$ cat config.mk
export PLATFORM = sky130hd
export DESIGN_NAME = match_controller
export DESIGN_NICKNAME = d
export VERILOG_FILES = /design/src/rtl/match_controller.sv
export SDC_FILE = /design/constraint.sdc
export NUM_CORES = 1
export LEC_CHECK = 0
export ABC_AREA = 1
export CORE_ASPECT_RATIO = 0.8
export CORE_MARGIN = 2
export CORE_UTILIZATION = 40
export CTS_BUF_LIST = sky130_fd_sc_hd__clkbuf_4
export DETAILED_ROUTE_END_ITERATION = 16
export HOLD_SLACK_MARGIN = 0.02
export SLEW_MARGIN = 20
export SYNTH_ARGS = -nofsm -noshare
export SYNTH_HDL_FRONTEND = slang
export SYNTH_SLANG_ARGS = --single-unit
$ cat constraint.sdc
create_clock -name clock -period 2.4 [get_ports clock]
set_clock_uncertainty 0.05 [all_clocks]
set_input_delay 0.36 -clock clock [delete_from_list [all_inputs] [get_ports clock]]
set_output_delay 0.36 -clock clock [all_outputs]
set_load 0.005 [all_outputs]
$ cat src/rtl/match_controller.sv
// Match sequencing for the two-player LED tug game: rounds, pauses, scores and winner.
// Optional round counter output enabled by defining MATCH_CTRL_ROUND_CNT_EN.
module match_controller #(
  parameter int WIN_SCORE    = 7,
  parameter int PAUSE_CYCLES = 4
) (
  input  logic       clock,
  input  logic       reset,
  input  logic       start,
  input  logic       point_l,
  input  logic       point_r,
  output logic       field_clear,
  output logic       play_en,
  output logic [2:0] score_l,
  output logic [2:0] score_r,
  output logic       game_over,
  output logic [1:0] winner
`ifdef MATCH_CTRL_ROUND_CNT_EN
  ,
  output logic [3:0] round_cnt
`endif
);

  typedef enum logic [2:0] {
    S_IDLE,
    S_CLEAR,
    S_PLAY,
    S_PAUSE,
    S_DONE
  } state_t;

  localparam logic [2:0]  WIN        = 3'(WIN_SCORE);
  localparam logic [15:0] PAUSE_LOAD = 16'(PAUSE_CYCLES - 1);

  state_t      r_state, w_state_nxt;
  logic [15:0] r_pause_cnt, w_pause_cnt_nxt;
  logic [2:0]  r_score_l, w_score_l_nxt;
  logic [2:0]  r_score_r, w_score_r_nxt;
  logic        r_game_over, w_game_over_nxt;
  logic [1:0]  r_winner, w_winner_nxt;
  logic        r_field_clear;
  logic        r_play_en;
  logic [2:0]  w_inc_l, w_inc_r;

  assign w_inc_l = r_score_l + 3'd1;
  assign w_inc_r = r_score_r + 3'd1;

  always_comb begin
    w_state_nxt     = r_state;
    w_pause_cnt_nxt = r_pause_cnt;
    w_score_l_nxt   = r_score_l;
    w_score_r_nxt   = r_score_r;
    w_game_over_nxt = r_game_over;
    w_winner_nxt    = r_winner;
    case (r_state)
      S_IDLE, S_DONE: begin
        if (start) begin
          w_state_nxt     = S_CLEAR;
          w_score_l_nxt   = '0;
          w_score_r_nxt   = '0;
          w_game_over_nxt = 1'b0;
          w_winner_nxt    = '0;
        end
      end
      S_CLEAR: w_state_nxt = S_PLAY;
      S_PLAY: begin
        // Simultaneous arrival is a draw: nobody scores, the round is replayed.
        if (point_l && point_r) begin
          w_state_nxt     = S_PAUSE;
          w_pause_cnt_nxt = PAUSE_LOAD;
        end else if (point_l) begin
          w_score_l_nxt = w_inc_l;
          if (w_inc_l == WIN) begin
            w_state_nxt     = S_DONE;
            w_game_over_nxt = 1'b1;
            w_winner_nxt    = 2'b10;
          end else begin
            w_state_nxt     = S_PAUSE;
            w_pause_cnt_nxt = PAUSE_LOAD;
          end
        end else if (point_r) begin
          w_score_r_nxt = w_inc_r;
          if (w_inc_r == WIN) begin
            w_state_nxt     = S_DONE;
            w_game_over_nxt = 1'b1;
            w_winner_nxt    = 2'b01;
          end else begin
            w_state_nxt     = S_PAUSE;
            w_pause_cnt_nxt = PAUSE_LOAD;
          end
        end
      end
      S_PAUSE: begin
        if (r_pause_cnt == '0) w_state_nxt = S_PLAY;
        else                   w_pause_cnt_nxt = r_pause_cnt - 16'd1;
      end
      default: w_state_nxt = S_IDLE;
    endcase
  end

  always_ff @(posedge clock) begin
    if (reset) begin
      r_state       <= S_IDLE;
      r_pause_cnt   <= '0;
      r_score_l     <= '0;
      r_score_r     <= '0;
      r_game_over   <= 1'b0;
      r_winner      <= '0;
      r_field_clear <= 1'b1;
      r_play_en     <= 1'b0;
    end else begin
      r_state       <= w_state_nxt;
      r_pause_cnt   <= w_pause_cnt_nxt;
      r_score_l     <= w_score_l_nxt;
      r_score_r     <= w_score_r_nxt;
      r_game_over   <= w_game_over_nxt;
      r_winner      <= w_winner_nxt;
      // Registered decode of the next state keeps the strobes aligned with it.
      r_field_clear <= (w_state_nxt == S_IDLE) || (w_state_nxt == S_CLEAR) ||
                       (w_state_nxt == S_PAUSE);
      r_play_en     <= (w_state_nxt == S_PLAY);
    end
  end

  assign field_clear = r_field_clear;
  assign play_en     = r_play_en;
  assign score_l     = r_score_l;
  assign score_r     = r_score_r;
  assign game_over   = r_game_over;
  assign winner      = r_winner;

`ifdef MATCH_CTRL_ROUND_CNT_EN
  logic [3:0] r_round_cnt;
  logic       w_play_exit;
  logic       w_new_match;

  assign w_play_exit = (r_state == S_PLAY) && (point_l || point_r);
  assign w_new_match = ((r_state == S_IDLE) || (r_state == S_DONE)) && start;

  always_ff @(posedge clock) begin
    if (reset || w_new_match)                    r_round_cnt <= '0;
    else if (w_play_exit && r_round_cnt != '1)   r_round_cnt <= r_round_cnt + 4'd1;
  end

  assign round_cnt = r_round_cnt;
`endif

endmodule

==> flow_metrics.env <==
export IMPL_run_status="finished clean"
export IMPL_firstDrtPassIters=4
export IMPL_ir_worst_vdd_mv=0.258
export IMPL_worstSkewPairLatency_ps=350
export IMPL_drc=0
export IMPL_filler_cell_count=511
export IMPL_layout_area_overhead_vs_synth_pct=12.8
export IMPL_globalRoute_totalOverflow=0
export IMPL_synthDominantAreaCellType="sky130_fd_sc_hd__dfxtp_1"
export IMPL_root_buffer="sky130_fd_sc_hd__clkbuf_4"
export IMPL_syn_cell_area_um2=1900
export IMPL_grt_util_met3=0.0412
export IMPL_fin_area_um2=2140
export IMPL_cp_arrival_ps=1920
export IMPL_gp_routability_congestion=0.870
export IMPL_fmax_mhz=585
export IMPL_finalWorstPathRequiredPeriod_ps=1710
export IMPL_period_share=0.712
export IMPL_start_util=0.416
export IMPL_core_region_area_um2=4570
export IMPL_grt_start_max_net_pins=18
export IMPL_cts_hold_repair_buffers=0
export IMPL_globalRouteTotalUtil=0.180
export IMPL_ant_nets_after_route=0
export IMPL_cts_resized=0
export IMPL_report_final_hold_viol_count=0
export IMPL_antennaDiodeCount=0
export IMPL_cts_tree="built"
export IMPL_critical_path_n_buffers_inverters=3
export IMPL_critPathMostFrequentCell="sky130_fd_sc_hd__nand2_1"
export IMPL_synth_cells=301
export IMPL_setup_tns_final_ps=0
export IMPL_slowest_cell_on_the_critical_path="sky130_fd_sc_hd__dfxtp_1"
export IMPL_dpl_worst_slack_ps=361
export IMPL_placementRows=22
export IMPL_stage_delay_of_the_slowest_cell_on_the_critical_path_ps=400
export IMPL_setup_repair_after_global_routing_missed_its_margin="false"
export IMPL_synth_largest_type_area_fraction=0.316
export IMPL_synth_area_leaders="sky130_fd_sc_hd__dfxtp_1, sky130_fd_sc_hd__nand2_1, sky130_fd_sc_hd__nor2_1, sky130_fd_sc_hd__nand3_1, sky130_fd_sc_hd__inv_1"
export IMPL_post_synth_num_cell_types=31
export IMPL_final_total_power_mw=1.13
export IMPL_setup_viol=0
export IMPL_synth_seq_area_share=0.316
export IMPL_worstSetupPathType="flip-flop to flip-flop"
export IMPL_floorplan_die_width_um=81.1
export IMPL_slew_headroom=0.678
export IMPL_setup_worst_path_start_class="flip-flop"
export IMPL_global_route_peak_usage_layer="met1"
export IMPL_detail_route_wirelength_um=4290
export IMPL_cts_htree_levels=2
export IMPL_critPathRequiredTime_ps=2610
export IMPL_critPathTopFamily="simple AND/OR/NAND/NOR gates"
export IMPL_p_leak_nw=1.03
export IMPL_routed_wire_length_per_instance_um=11.3
export IMPL_use_met2=0.241
export IMPL_die_height_um=65.7
export IMPL_postLayoutSetupSlackWorst_ps=691
export IMPL_vias_in_the_first_global_route=1591
export IMPL_ys_warn_count=0
export IMPL_power_per_cell_area_nw_per_um2=529
export IMPL_route_detailed_vias_per_inst=4.71
export IMPL_min_delay_path_class="flip-flop to flip-flop"
export IMPL_drt_iter0_drc=153
export IMPL_number_of_antenna_violations_at_the_first_check_in_global_routing=0
export IMPL_timing_critical_path_to_type="flip-flop"
export IMPL_cts_sinks=30
export IMPL_cts_reportedPaths_clkPinSlew_ps=110
export IMPL_worstPathCellList="ha_1 -> inv_1 -> nand2_1 -> nand4_1 -> nand2_1 -> nand2_1 -> nand2_2 -> nand2_4 -> inv_1 -> nand2_1 -> nand2_1 -> inv_1"
export IMPL_maxCapViolCount=0
export IMPL_layout_drive_gt1_share=0.0969
export IMPL_cts_path_max_buffers=2
export IMPL_buffer_ports_inserted=15
export IMPL_placed_cell_area_um2=2090
export IMPL_crit_path_max_fanout=15
export IMPL_timing_max_transition_violations_final=0
export IMPL_synth_seq_cells=30
export IMPL_grt_use_met1=0.274
export IMPL_worst_slew_pin_transition_ps=482
export IMPL_die_area_um2=5330
export IMPL_cts_bufs_inserted=5
export IMPL_nets=329
export IMPL_mappedNetlistNets=311
export IMPL_cts_repair_timing_setup_buffer_count=0
export IMPL_num_io_pins=16
export IMPL_grt_pass1_wl_um=7350
export IMPL_synth_area_per_cell_um2=6.32
export IMPL_dp_hpwl_um=3110
export IMPL_detailroute_via_count=1788
-- cell usage in the layout (no fill, tap or decap) --
master and n:
sky130_fd_sc_hd__nor2_2 3, sky130_fd_sc_hd__nand2_8 1, sky130_fd_sc_hd__clkinvlp_4 1, sky130_fd_sc_hd__clkinv_1 1, sky130_fd_sc_hd__nand3b_4 1, sky130_fd_sc_hd__and2_1 1, sky130_fd_sc_hd__inv_2 5, sky130_fd_sc_hd__clkinv_2 1
sky130_fd_sc_hd__xnor2_1 3, sky130_fd_sc_hd__nand3_1 29, sky130_fd_sc_hd__nor3b_1 1, sky130_fd_sc_hd__nand4_1 3, sky130_fd_sc_hd__dfxtp_1 30, sky130_fd_sc_hd__nor3_1 2, sky130_fd_sc_hd__clkbuf_4 5, sky130_fd_sc_hd__clkdlybuf4s50_1 15
sky130_fd_sc_hd__o21ai_0 5, sky130_fd_sc_hd__a31oi_1 1, sky130_fd_sc_hd__buf_4 2, sky130_fd_sc_hd__nand2_2 4, sky130_fd_sc_hd__o21ai_1 1, sky130_fd_sc_hd__nand3_2 2, sky130_fd_sc_hd__nor2_4 3, sky130_fd_sc_hd__nand2_4 1
sky130_fd_sc_hd__ha_1 5, sky130_fd_sc_hd__o21bai_1 1, sky130_fd_sc_hd__nor2_1 48, sky130_fd_sc_hd__a21oi_1 22, sky130_fd_sc_hd__xor2_1 1, sky130_fd_sc_hd__inv_1 35, sky130_fd_sc_hd__nand2_1 85, sky130_fd_sc_hd__or2_2 2
-- stage by stage --
stage                     hold slack [ps]   util  cells
final                                 401  0.469    380
after global routing                  444  0.469    380
after CTS                             410  0.469    380
after detailed placement              395  0.458    372
after global placement                388  0.458    372
after floorplan                       392      -    301
-- path summary, 6_finish.rpt --
path,startpoint,to,slack [ps],depth (start not counted)
max,score_l[1],r_pause_cnt[1],690,12
min,game_over,game_over,400,2
max reg2reg,score_l[1],r_pause_cnt[1],690,12
min reg2reg,game_over,game_over,400,2
-- worst reg2reg max path: stages, from the launching register on --
cell and delay, ps:
sky130_fd_sc_hd__dfxtp_1 400, sky130_fd_sc_hd__ha_1 190, sky130_fd_sc_hd__inv_1 50, sky130_fd_sc_hd__nand2_1 70, sky130_fd_sc_hd__nand4_1 110, sky130_fd_sc_hd__nand2_1 100
sky130_fd_sc_hd__nand2_1 60, sky130_fd_sc_hd__nand2_2 190, sky130_fd_sc_hd__nand2_4 170, sky130_fd_sc_hd__inv_1 110, sky130_fd_sc_hd__nand2_1 50, sky130_fd_sc_hd__nand2_1 60
sky130_fd_sc_hd__inv_1 30
-- registers in the layout, indices dropped and copies added (netlist names) --
name and count:
field_clear 1, game_over 1, play_en 1, r_pause_cnt 16, r_state 3, score_l 3
score_r 3, winner 2
-- cells in the mapped netlist (all sizes together) --
library cell and n:
nand2 91, nor2 54, inv 40, nand3 31
dfxtp 30, a21oi 22, o21ai 6, ha 5
buf 4, nand4 3, xnor2 3, clkbuf 2
nor3 2, or2 2, a31oi 1, and2 1
nand3b 1, nor3b 1, o21bai 1, xor2 1
-- kinds of logic (layout without fill, tap and decap cells) --
family                   Yosys count  in the layout  share of synthesized area
AND/OR/NAND/NOR                  186            186                      0.446
buffers and inverters             46             65                      0.106
AO/OA/AOI/OAI                     30             30                     0.0809
flip-flops                        30             30                      0.316
adder cells (fa/ha/maj)            5              5                     0.0329
XOR/XNOR                           4              4                     0.0184
-- power by group --
group | total (mW) | switching, mW | internal (mW)
combinational | 0.293 | 0.180 | 0.114
sequential | 0.538 | 0.0164 | 0.521
clock | 0.303 | 0.195 | 0.109
total | 1.13 | 0.391 | 0.744
-- cell type report --
class | instances | area [um2] | share of cell area
repair buffers | 17 | 165 | 0.0770
multi-input cells | 225 | 1100 | 0.513
well taps | 60 | 75.1 | 0.0350
inverters | 40 | 150 | 0.0700
flip-flops and latches | 30 | 601 | 0.280
clock inverters | 3 | 16.3 | 0.00758
clock buffers | 5 | 37.5 | 0.0175
-- metal layers --
metal  vias to the layer above  share of wire
met5                         -              0
met4                         0          0.016
met3                         8          0.029
met2                        23           0.38
met1                       777           0.57
li1                        980              -
(Power assumes the default switching activity.)
